### src/rtl/tdt_dmi_cdc_arb_if.sv
// tdt_dmi_cdc_arb_if: requester channels and DMI target bundle.
// Master drives requests and target replies; slave is the arbiter.
interface tdt_dmi_cdc_arb_if #(
  parameter int REQ_W = 41,
  parameter int RSP_W = 34
);
  logic             ch0_req;
  logic [REQ_W-1:0] ch0_req_data;
  logic             ch0_ack;
  logic [RSP_W-1:0] ch0_rsp_data;
  logic             ch1_req;
  logic [REQ_W-1:0] ch1_req_data;
  logic             ch1_ack;
  logic [RSP_W-1:0] ch1_rsp_data;
  logic             dmi_req_vld;
  logic [REQ_W-1:0] dmi_req_data;
  logic             dmi_req_rdy;
  logic             dmi_rsp_vld;
  logic [RSP_W-1:0] dmi_rsp_data;
  logic             busy;
  logic             grant_id;

  modport master (
    output ch0_req, ch0_req_data,
    output ch1_req, ch1_req_data,
    output dmi_req_rdy, dmi_rsp_vld, dmi_rsp_data,
    input  ch0_ack, ch0_rsp_data,
    input  ch1_ack, ch1_rsp_data,
    input  dmi_req_vld, dmi_req_data,
    input  busy, grant_id
  );

  modport slave (
    input  ch0_req, ch0_req_data,
    input  ch1_req, ch1_req_data,
    input  dmi_req_rdy, dmi_rsp_vld, dmi_rsp_data,
    output ch0_ack, ch0_rsp_data,
    output ch1_ack, ch1_rsp_data,
    output dmi_req_vld, dmi_req_data,
    output busy, grant_id
  );
endinterface

### src/rtl/tdt_dmi_cdc_arb.sv
// tdt_dmi_cdc_arb: two async four-phase requesters sharing one
// DMI target, round-robin arbitrated in the dst_clk domain.
module tdt_dmi_cdc_arb #(
  parameter int SYNC_NUM = 3,
  parameter int REQ_W    = 41,
  parameter int RSP_W    = 34
) (
  input logic              dst_clk,
  input logic              dst_rst_b,
  tdt_dmi_cdc_arb_if.slave bus
);

  typedef enum logic [1:0] {
    IDLE,
    ISSUE,
    WAIT_RSP,
    ACK
  } state_e;

  state_e state_q, state_d;

  logic [SYNC_NUM-1:0] sync0_q, sync0_d;
  logic [SYNC_NUM-1:0] sync1_q, sync1_d;
  logic                sreq0, sreq1;

  logic             ptr_q, ptr_d;
  logic             gnt_q, gnt_d;
  logic             vld_q, vld_d;
  logic [REQ_W-1:0] req_q, req_d;
  logic             ack0_q, ack0_d;
  logic             ack1_q, ack1_d;
  logic [RSP_W-1:0] rsp0_q, rsp0_d;
  logic [RSP_W-1:0] rsp1_q, rsp1_d;
  logic             win;
  logic             gnt_sreq;

  assign sync0_d = {sync0_q[SYNC_NUM-2:0], bus.ch0_req};
  assign sync1_d = {sync1_q[SYNC_NUM-2:0], bus.ch1_req};
  assign sreq0   = sync0_q[SYNC_NUM-1];
  assign sreq1   = sync1_q[SYNC_NUM-1];

  // Round-robin pick and one-transaction-at-a-time sequencing.
  always_comb begin
    state_d  = state_q;
    ptr_d    = ptr_q;
    gnt_d    = gnt_q;
    vld_d    = vld_q;
    req_d    = req_q;
    ack0_d   = ack0_q;
    ack1_d   = ack1_q;
    rsp0_d   = rsp0_q;
    rsp1_d   = rsp1_q;
    win      = (sreq0 & sreq1) ? ptr_q : sreq1;
    gnt_sreq = gnt_q ? sreq1 : sreq0;
    unique case (state_q)
      IDLE: begin
        if (sreq0 | sreq1) begin
          gnt_d   = win;
          req_d   = win ? bus.ch1_req_data
                        : bus.ch0_req_data;
          vld_d   = 1'b1;
          state_d = ISSUE;
        end
      end
      ISSUE: begin
        if (bus.dmi_req_rdy) begin
          vld_d   = 1'b0;
          state_d = WAIT_RSP;
        end
      end
      WAIT_RSP: begin
        if (bus.dmi_rsp_vld) begin
          if (gnt_q) begin
            ack1_d = 1'b1;
            rsp1_d = bus.dmi_rsp_data;
          end else begin
            ack0_d = 1'b1;
            rsp0_d = bus.dmi_rsp_data;
          end
          state_d = ACK;
        end
      end
      ACK: begin
        if (!gnt_sreq) begin
          ack0_d  = 1'b0;
          ack1_d  = 1'b0;
          ptr_d   = ~gnt_q;
          state_d = IDLE;
        end
      end
      default: state_d = IDLE;
    endcase
  end

  // Request-level synchronisers, cleared by reset.
  always_ff @(posedge dst_clk or negedge dst_rst_b) begin
    if (!dst_rst_b) begin
      sync0_q <= '0;
      sync1_q <= '0;
    end else begin
      sync0_q <= sync0_d;
      sync1_q <= sync1_d;
    end
  end

  // Controller state and every registered output.
  always_ff @(posedge dst_clk or negedge dst_rst_b) begin
    if (!dst_rst_b) begin
      state_q <= IDLE;
      ptr_q   <= 1'b0;
      gnt_q   <= 1'b0;
      vld_q   <= 1'b0;
      req_q   <= '0;
      ack0_q  <= 1'b0;
      ack1_q  <= 1'b0;
      rsp0_q  <= '0;
      rsp1_q  <= '0;
    end else begin
      state_q <= state_d;
      ptr_q   <= ptr_d;
      gnt_q   <= gnt_d;
      vld_q   <= vld_d;
      req_q   <= req_d;
      ack0_q  <= ack0_d;
      ack1_q  <= ack1_d;
      rsp0_q  <= rsp0_d;
      rsp1_q  <= rsp1_d;
    end
  end

  assign bus.dmi_req_vld  = vld_q;
  assign bus.dmi_req_data = req_q;
  assign bus.ch0_ack      = ack0_q;
  assign bus.ch1_ack      = ack1_q;
  assign bus.ch0_rsp_data = rsp0_q;
  assign bus.ch1_rsp_data = rsp1_q;
  assign bus.grant_id     = gnt_q;
  assign bus.busy         = (state_q != IDLE);

endmodule

### src/flat_wrapper.sv
// flat-port wrapper written by rule: the top's interface ports become plain ports
module tdt_dmi_cdc_arb_flat 
#(
  parameter int SYNC_NUM = 3,
  parameter int REQ_W    = 41,
  parameter int RSP_W    = 34
)
  (dst_clk, dst_rst_b, bus_ch0_req, bus_ch0_req_data, bus_ch1_req, bus_ch1_req_data, bus_dmi_req_rdy, bus_dmi_rsp_vld, bus_dmi_rsp_data, bus_ch0_ack, bus_ch0_rsp_data, bus_ch1_ack, bus_ch1_rsp_data, bus_dmi_req_vld, bus_dmi_req_data, bus_busy, bus_grant_id);
  tdt_dmi_cdc_arb_if #(.REQ_W(REQ_W), .RSP_W(RSP_W)) bus_i ();
  input logic dst_clk;
  input logic dst_rst_b;
  input wire logic [$bits(bus_i.ch0_req)-1:0] bus_ch0_req;
  input wire logic [$bits(bus_i.ch0_req_data)-1:0] bus_ch0_req_data;
  input wire logic [$bits(bus_i.ch1_req)-1:0] bus_ch1_req;
  input wire logic [$bits(bus_i.ch1_req_data)-1:0] bus_ch1_req_data;
  input wire logic [$bits(bus_i.dmi_req_rdy)-1:0] bus_dmi_req_rdy;
  input wire logic [$bits(bus_i.dmi_rsp_vld)-1:0] bus_dmi_rsp_vld;
  input wire logic [$bits(bus_i.dmi_rsp_data)-1:0] bus_dmi_rsp_data;
  output wire logic [$bits(bus_i.ch0_ack)-1:0] bus_ch0_ack;
  output wire logic [$bits(bus_i.ch0_rsp_data)-1:0] bus_ch0_rsp_data;
  output wire logic [$bits(bus_i.ch1_ack)-1:0] bus_ch1_ack;
  output wire logic [$bits(bus_i.ch1_rsp_data)-1:0] bus_ch1_rsp_data;
  output wire logic [$bits(bus_i.dmi_req_vld)-1:0] bus_dmi_req_vld;
  output wire logic [$bits(bus_i.dmi_req_data)-1:0] bus_dmi_req_data;
  output wire logic [$bits(bus_i.busy)-1:0] bus_busy;
  output wire logic [$bits(bus_i.grant_id)-1:0] bus_grant_id;
  assign bus_i.ch0_req = bus_ch0_req;
  assign bus_i.ch0_req_data = bus_ch0_req_data;
  assign bus_i.ch1_req = bus_ch1_req;
  assign bus_i.ch1_req_data = bus_ch1_req_data;
  assign bus_i.dmi_req_rdy = bus_dmi_req_rdy;
  assign bus_i.dmi_rsp_vld = bus_dmi_rsp_vld;
  assign bus_i.dmi_rsp_data = bus_dmi_rsp_data;
  assign bus_ch0_ack = bus_i.ch0_ack;
  assign bus_ch0_rsp_data = bus_i.ch0_rsp_data;
  assign bus_ch1_ack = bus_i.ch1_ack;
  assign bus_ch1_rsp_data = bus_i.ch1_rsp_data;
  assign bus_dmi_req_vld = bus_i.dmi_req_vld;
  assign bus_dmi_req_data = bus_i.dmi_req_data;
  assign bus_busy = bus_i.busy;
  assign bus_grant_id = bus_i.grant_id;
  tdt_dmi_cdc_arb #(.SYNC_NUM(SYNC_NUM), .REQ_W(REQ_W), .RSP_W(RSP_W)) u_core (.dst_clk(dst_clk), .dst_rst_b(dst_rst_b), .bus(bus_i));
endmodule
### config.mk
export PLATFORM = sky130hd
export DESIGN_NAME = tdt_dmi_cdc_arb_flat
export DESIGN_NICKNAME = d
export VERILOG_FILES = /design/src/rtl/tdt_dmi_cdc_arb_if.sv /design/src/rtl/tdt_dmi_cdc_arb.sv /design/src/flat_wrapper.sv
export SDC_FILE = /design/constraint.sdc
export NUM_CORES = 1
export LEC_CHECK = 0
export CAP_MARGIN = 25
export CORE_MARGIN = 2
export CORE_UTILIZATION = 50
export DETAILED_ROUTE_END_ITERATION = 16
export DONT_BUFFER_PORTS = 1
export PLACE_DENSITY_LB_ADDON = 0.15
export SKIP_CTS_REPAIR_TIMING = 1
export SYNTH_ARGS = -nofsm -noshare
export SYNTH_HDL_FRONTEND = slang
export SYNTH_SLANG_ARGS = --single-unit
### constraint.sdc
create_clock -name dst_clk -period 2.1 [get_ports dst_clk]
set_input_delay 0.525 -clock dst_clk [delete_from_list [all_inputs] [get_ports dst_clk]]
set_output_delay 0.525 -clock dst_clk [all_outputs]
set_load 0.02 [all_outputs]
Word-level counts from Yosys, hierarchy flattened:

Index checks and enable logic that the tools add are counted.

* equality and inequality tests: 9
* reduce and logical (&&, ||, !) cells: 12
* bitwise gates (word level): 4
* multiplexer cells: 18

Operators with widths (count)
* 2-to-1 mux 41 bit: 1
* AND reduction 4 bit: 3
* 2-to-1 mux 1 bit: 9
* AND reduction 3 bit: 3
* 2-to-1 mux 2 bit: 4
* inequality test 2 bit (second input constant): 4
* one-hot mux 2 bit (4 select lines): 1
* one-hot mux 1 bit (2 select lines): 3
* nonzero test 2 bit: 3
* equality test 2 bit (second input constant): 2
* inequality test 2 x 1 -> 1 bit (second input constant): 2
* AND reduction 2 bit: 2
* equality test 2 x 1 -> 1 bit (second input constant): 1
* logical NOT 2 bit: 1
* inverter 1 bit: 2
* AND 1 bit: 1
* bitwise OR 1 bit: 1

* logic and storage cells: 54
* register bits: 122
* input bits: 122
* output and inout bits: 114

Logic depth before layout (Yosys ltp):

Gate-level depths: netlist of the first run.

* word-level depth: 3
* depth in mapped cells: 7
* gate-level depth less buffers: 5

Worst setup path before layout of the first run:

Ideal clock, no wire load.

* path type: register -> register
* start point: reg u_core.gnt_q (netlist: u_core.bus.grant_id)
* end point: reg u_core.state_q[1]
* arrival: 1.591 ns
* data required time: 1.975 ns
* path slack: 0.384 ns
* buffers on the path: 0
* setup time: 0.125 ns
* clock period less this slack: 1.716 ns
* cell stages (with the launch flop): 4
* path through: dfrtp_1 mux2_4 a2111oi_4 mux2_4

* longest elaborated chain between the ends: 3

RTL lines
* start: declaration: RTL line tdt_dmi_cdc_arb.sv:27 `logic gnt_q, gnt_d;`
* start signal: assignment: RTL line tdt_dmi_cdc_arb.sv:121 `gnt_q <= gnt_d;`
* 2-to-1 mux 1 bit: RTL line tdt_dmi_cdc_arb.sv:54 `gnt_sreq = gnt_q ? sreq1 : sreq0;`
* inequality test 2 bit (no line)
* AND reduction 4 bit (no line)
* end signal: assignment: RTL line tdt_dmi_cdc_arb.sv:119 `state_q <= state_d;`
* end: declaration: RTL line tdt_dmi_cdc_arb.sv:20 `state_e state_q, state_d;`

Every way passes these cells.
A chain may end at the register's enable or synchronous reset.

Final worst setup path of the first run:

* start point: reg u_core.state_q[0]
* end point: out bus_busy

* longest elaborated chain between the ends: 1

RTL lines
* nonzero test 2 bit: RTL line tdt_dmi_cdc_arb.sv:138 `assign bus.busy = (state_q != IDLE);`
* end: declaration: RTL line flat_wrapper.sv:25 `output wire logic [$bits(bus_i.busy)-1:0] bus_busy;`

Every way passes these cells.

==> summary.md, run 1 <==
* **outcome** finished, violations left
* **violated checks** hold timing
* **number of instances in the synthesized netlist** 431
* **unrepaired setup endpoints after global routing** false
* **DR vias** 3505
* **CP Data Required Time** 1.57 ns
* **Mean Syn Cell Area** 12.1 um2
* **number of antenna diodes** 0
* **count of final max-slew check failures** 0
* **primary flip-flop cell chosen by synthesis mapping** sky130_fd_sc_hd__dfrtp_1
* **width of the die** 106 um
* **maximum VDD drop** 773 uV
* **share of final-layout standard cells stronger than drive strength 1** 0.273
* **number of nets in the layout** 555
* **type of the worst setup path** flip-flop to primary output
* **final critical-path share of the clock period** 0.942
* **die area** 0.0113 mm2
* **routed length on met2** 6040 um
* **Max Cap Viol** 0
* **share of the yosys chip area belonging to registers** 0.584
* **buffer depth of the longest clock path** 2
* **num rows** 37
* **leading cell type in the layout, fill and taps excluded** sky130_fd_sc_hd__dfrtp_1
* **slew at the pin with the worst max-slew slack** 0.698 ns
* **Achievable Freq** 0.505 GHz
* **Clk pin slew, worst setup/hold paths** 0.06 ns
* **number of filler cells placed in the layout** 851
* **total global routing track utilization** 0.224
* **count of clock tree sinks** 122
* **initial detailed-routing violation count** 226
* **Remaining Overflow, GRT** 0
* **first-pass GRT wire length** 19600 um
* **wire length per cell after detailed routing** 21.6 um
* **kind of end point of the critical path** primary output
* **count of flip-flops with a built-in enable after synthesis** 0
* **post-synthesis to final-layout area growth** 14.4%
* **final clock skew** 0.0128 ns
* **top-level I/O count** 236
* **crit path time final** 1.98 ns
* **TritonCTS clock tree** yes
* **H-tree depth reported by CTS** 4
* **Yosys warning count** 0
* **Startpoint Class** flip-flop
* **leading cell types in the layout, fill and taps excluded** sky130_fd_sc_hd__dfrtp_1, sky130_fd_sc_hd__mux2_2, sky130_fd_sc_hd__o21ai_0, sky130_fd_sc_hd__nor2_1
* **M1 WL** 4800 um
* **P_leak** 2.45 nW
* **antenna violations before repair** 0
* **worst slew slack as a fraction of its limit** 0.533
* **DPL Wire Length** 8220 um
* **Power Density** 1840 mW/mm2
* **final WL** 12400 um
* **Routed met3 length** 1320 um
* **final weighted congestion in routability-driven placement** 0.749
* **number of nets in the synthesized netlist** 560
* **final routed DRC violation total** 0
* **share of synthesized flip-flops with an asynchronous set or reset** 1.00
* **DIE HEIGHT** 106 um
* **Clk Tree Root Cell** sky130_fd_sc_hd__clkbuf_8
* **Yosys cell types** 26
* **Arrival @ worst endpoint** 1.45 ns
* **total negative setup slack** 0 ns
* **Initial Utilization** 0.511
* **core area** 0.0102 mm2
* **Synth Cell Area** 0.00523 mm2
* **largest net degree at the start of global routing** 123
* **vias in the first global route** 3684
* **largest fanout on the critical path** 5
* **register bit total from synthesis** 122
* **number of endpoints with negative hold slack in the final report** 122
* **number of nets with antenna violations after detailed routing** 0
* **topmost layer with routed signal wires** met4
* **Hold Crit Class** input port to async pin
* **Clk Latency, worst-skew pair** 0.51 ns
* **TritonCTS Buffers** 17
* **number of input and output port buffers inserted** 0
* **worst hold slack after final layout** -0.294 ns
* **Initial DRT Pass Iterations** 5
* **via density per instance** 6.10
* **total of endpoints with negative setup slack in the final report** 0
[synthesized netlist by cell type, drive strengths merged, types with 2 or more instances]
library cell / n / area [um2]
mux2i: 3 / 30.0
mux2: 70 / 796
clkbuf: 26 / 97.6
a31oi: 41 / 257
o211ai: 41 / 308
inv: 6 / 22.5
a21o: 2 / 15.0
o21ai: 43 / 215
nor2b: 3 / 18.8
buf: 11 / 57.6
a21oi: 2 / 10.0
a221o: 2 / 20.0
dfrtp: 122 / 3050
nor2: 43 / 161
nand3: 2 / 10.0
ha: 7 / 87.6
[through the flow]
| stage | worst slack [ns] | power (mW) | instance area, um2 | instances | utilization |
|---|---|---|---|---|---|
| finish | 0.121 | 11.0 | 5980 | 575 | 0.585 |
| floorplan | 0.384 | 7.45 | 5230 | 431 | - |
| global route | 0.0477 | 11.7 | 5980 | 575 | 0.585 |
| detailed placement | 0.254 | 8.17 | 5380 | 543 | 0.526 |
| global placement | 0.355 | 8.03 | 5380 | 543 | 0.526 |
| CTS | 0.0327 | 11.1 | 5980 | 575 | 0.585 |
[sequential cells by signal, indices dropped and copies added, names as in the netlist]
signal,flops
u_core.ptr_q,1
u_core.sync1_q,3
u_core.state_q,2
u_core.sync0_q,3
u_core.bus.grant_id,1
u_core.bus.dmi_req_vld,1
u_core.bus.ch1_ack,1
u_core.bus.ch1_rsp_data,34
u_core.bus.dmi_req_data,41
u_core.bus.ch0_ack,1
u_core.bus.ch0_rsp_data,34
[layer usage]
layer,track usage,up-vias
li1,-,1578
met1,0.276,1733
met2,0.353,176
met3,0.0956,18
met4,0.0808,0
met5,0,-
[logic make-up after synthesis]
| kind of cell | share of synthesized area |
|---|---|
| compound gates | 0.169 |
| mux | 0.158 |
| simple gates | 0.0378 |
| buf+inv | 0.0347 |
| fa+ha+maj | 0.0167 |
| flops | 0.584 |
[path summary, 6_finish.rpt]
path / depth (start not counted) / from / slack, ns / endpoint
max: 3 / u_core.state_q[0] / 0.12 / bus_busy
min reg2reg: 0 / u_core.sync1_q[0] / 0.35 / u_core.sync1_q[1]
max reg2reg: 5 / u_core.state_q[0] / 0.24 / u_core.state_q[1]
min in group dst_clk: 0 / bus_ch1_req / 0.04 / u_core.sync1_q[0]
max in group asynchronous: 0 / dst_rst_b / 2.25 / u_core.sync0_q[2]
min: 0 / dst_rst_b / -0.29 / u_core.bus.ch0_rsp_data[25]
[area by class of cell]
type / count / area (um2) / share of cell area
multi-input cells: 265 / 2010 / 0.336
well taps: 136 / 170 / 0.0285
clock buffers: 19 / 432 / 0.0722
flip-flops and latches: 122 / 3050 / 0.510
inverters: 7 / 26.3 / 0.00439
clock inverters: 13 / 168 / 0.0280
repair buffers: 13 / 123 / 0.0205
[power by group]
part	leakage [nW]	switching [mW]	internal (mW)
Clock	0.289	1.07	1.85
Combinational	0.743	1.19	1.24
Sequential	1.41	2.19	3.49
[worst max-delay path: stages (launching register included)]
cell and delay (ns):
sky130_fd_sc_hd__dfrtp_1 0.41, sky130_fd_sc_hd__inv_1 0.13, sky130_fd_sc_hd__ha_1 0.26, sky130_fd_sc_hd__inv_2 0.14
(Power assumes the default switching activity.)
==> inputs of run 2 (changes only) <==
CTS_CLUSTER_SIZE = 20   (was unset)
GPL_ROUTABILITY_DRIVEN = 0   (was unset)
==> results of run 2 <==
Final layout, timing and power as in run 1 (identical DEF).
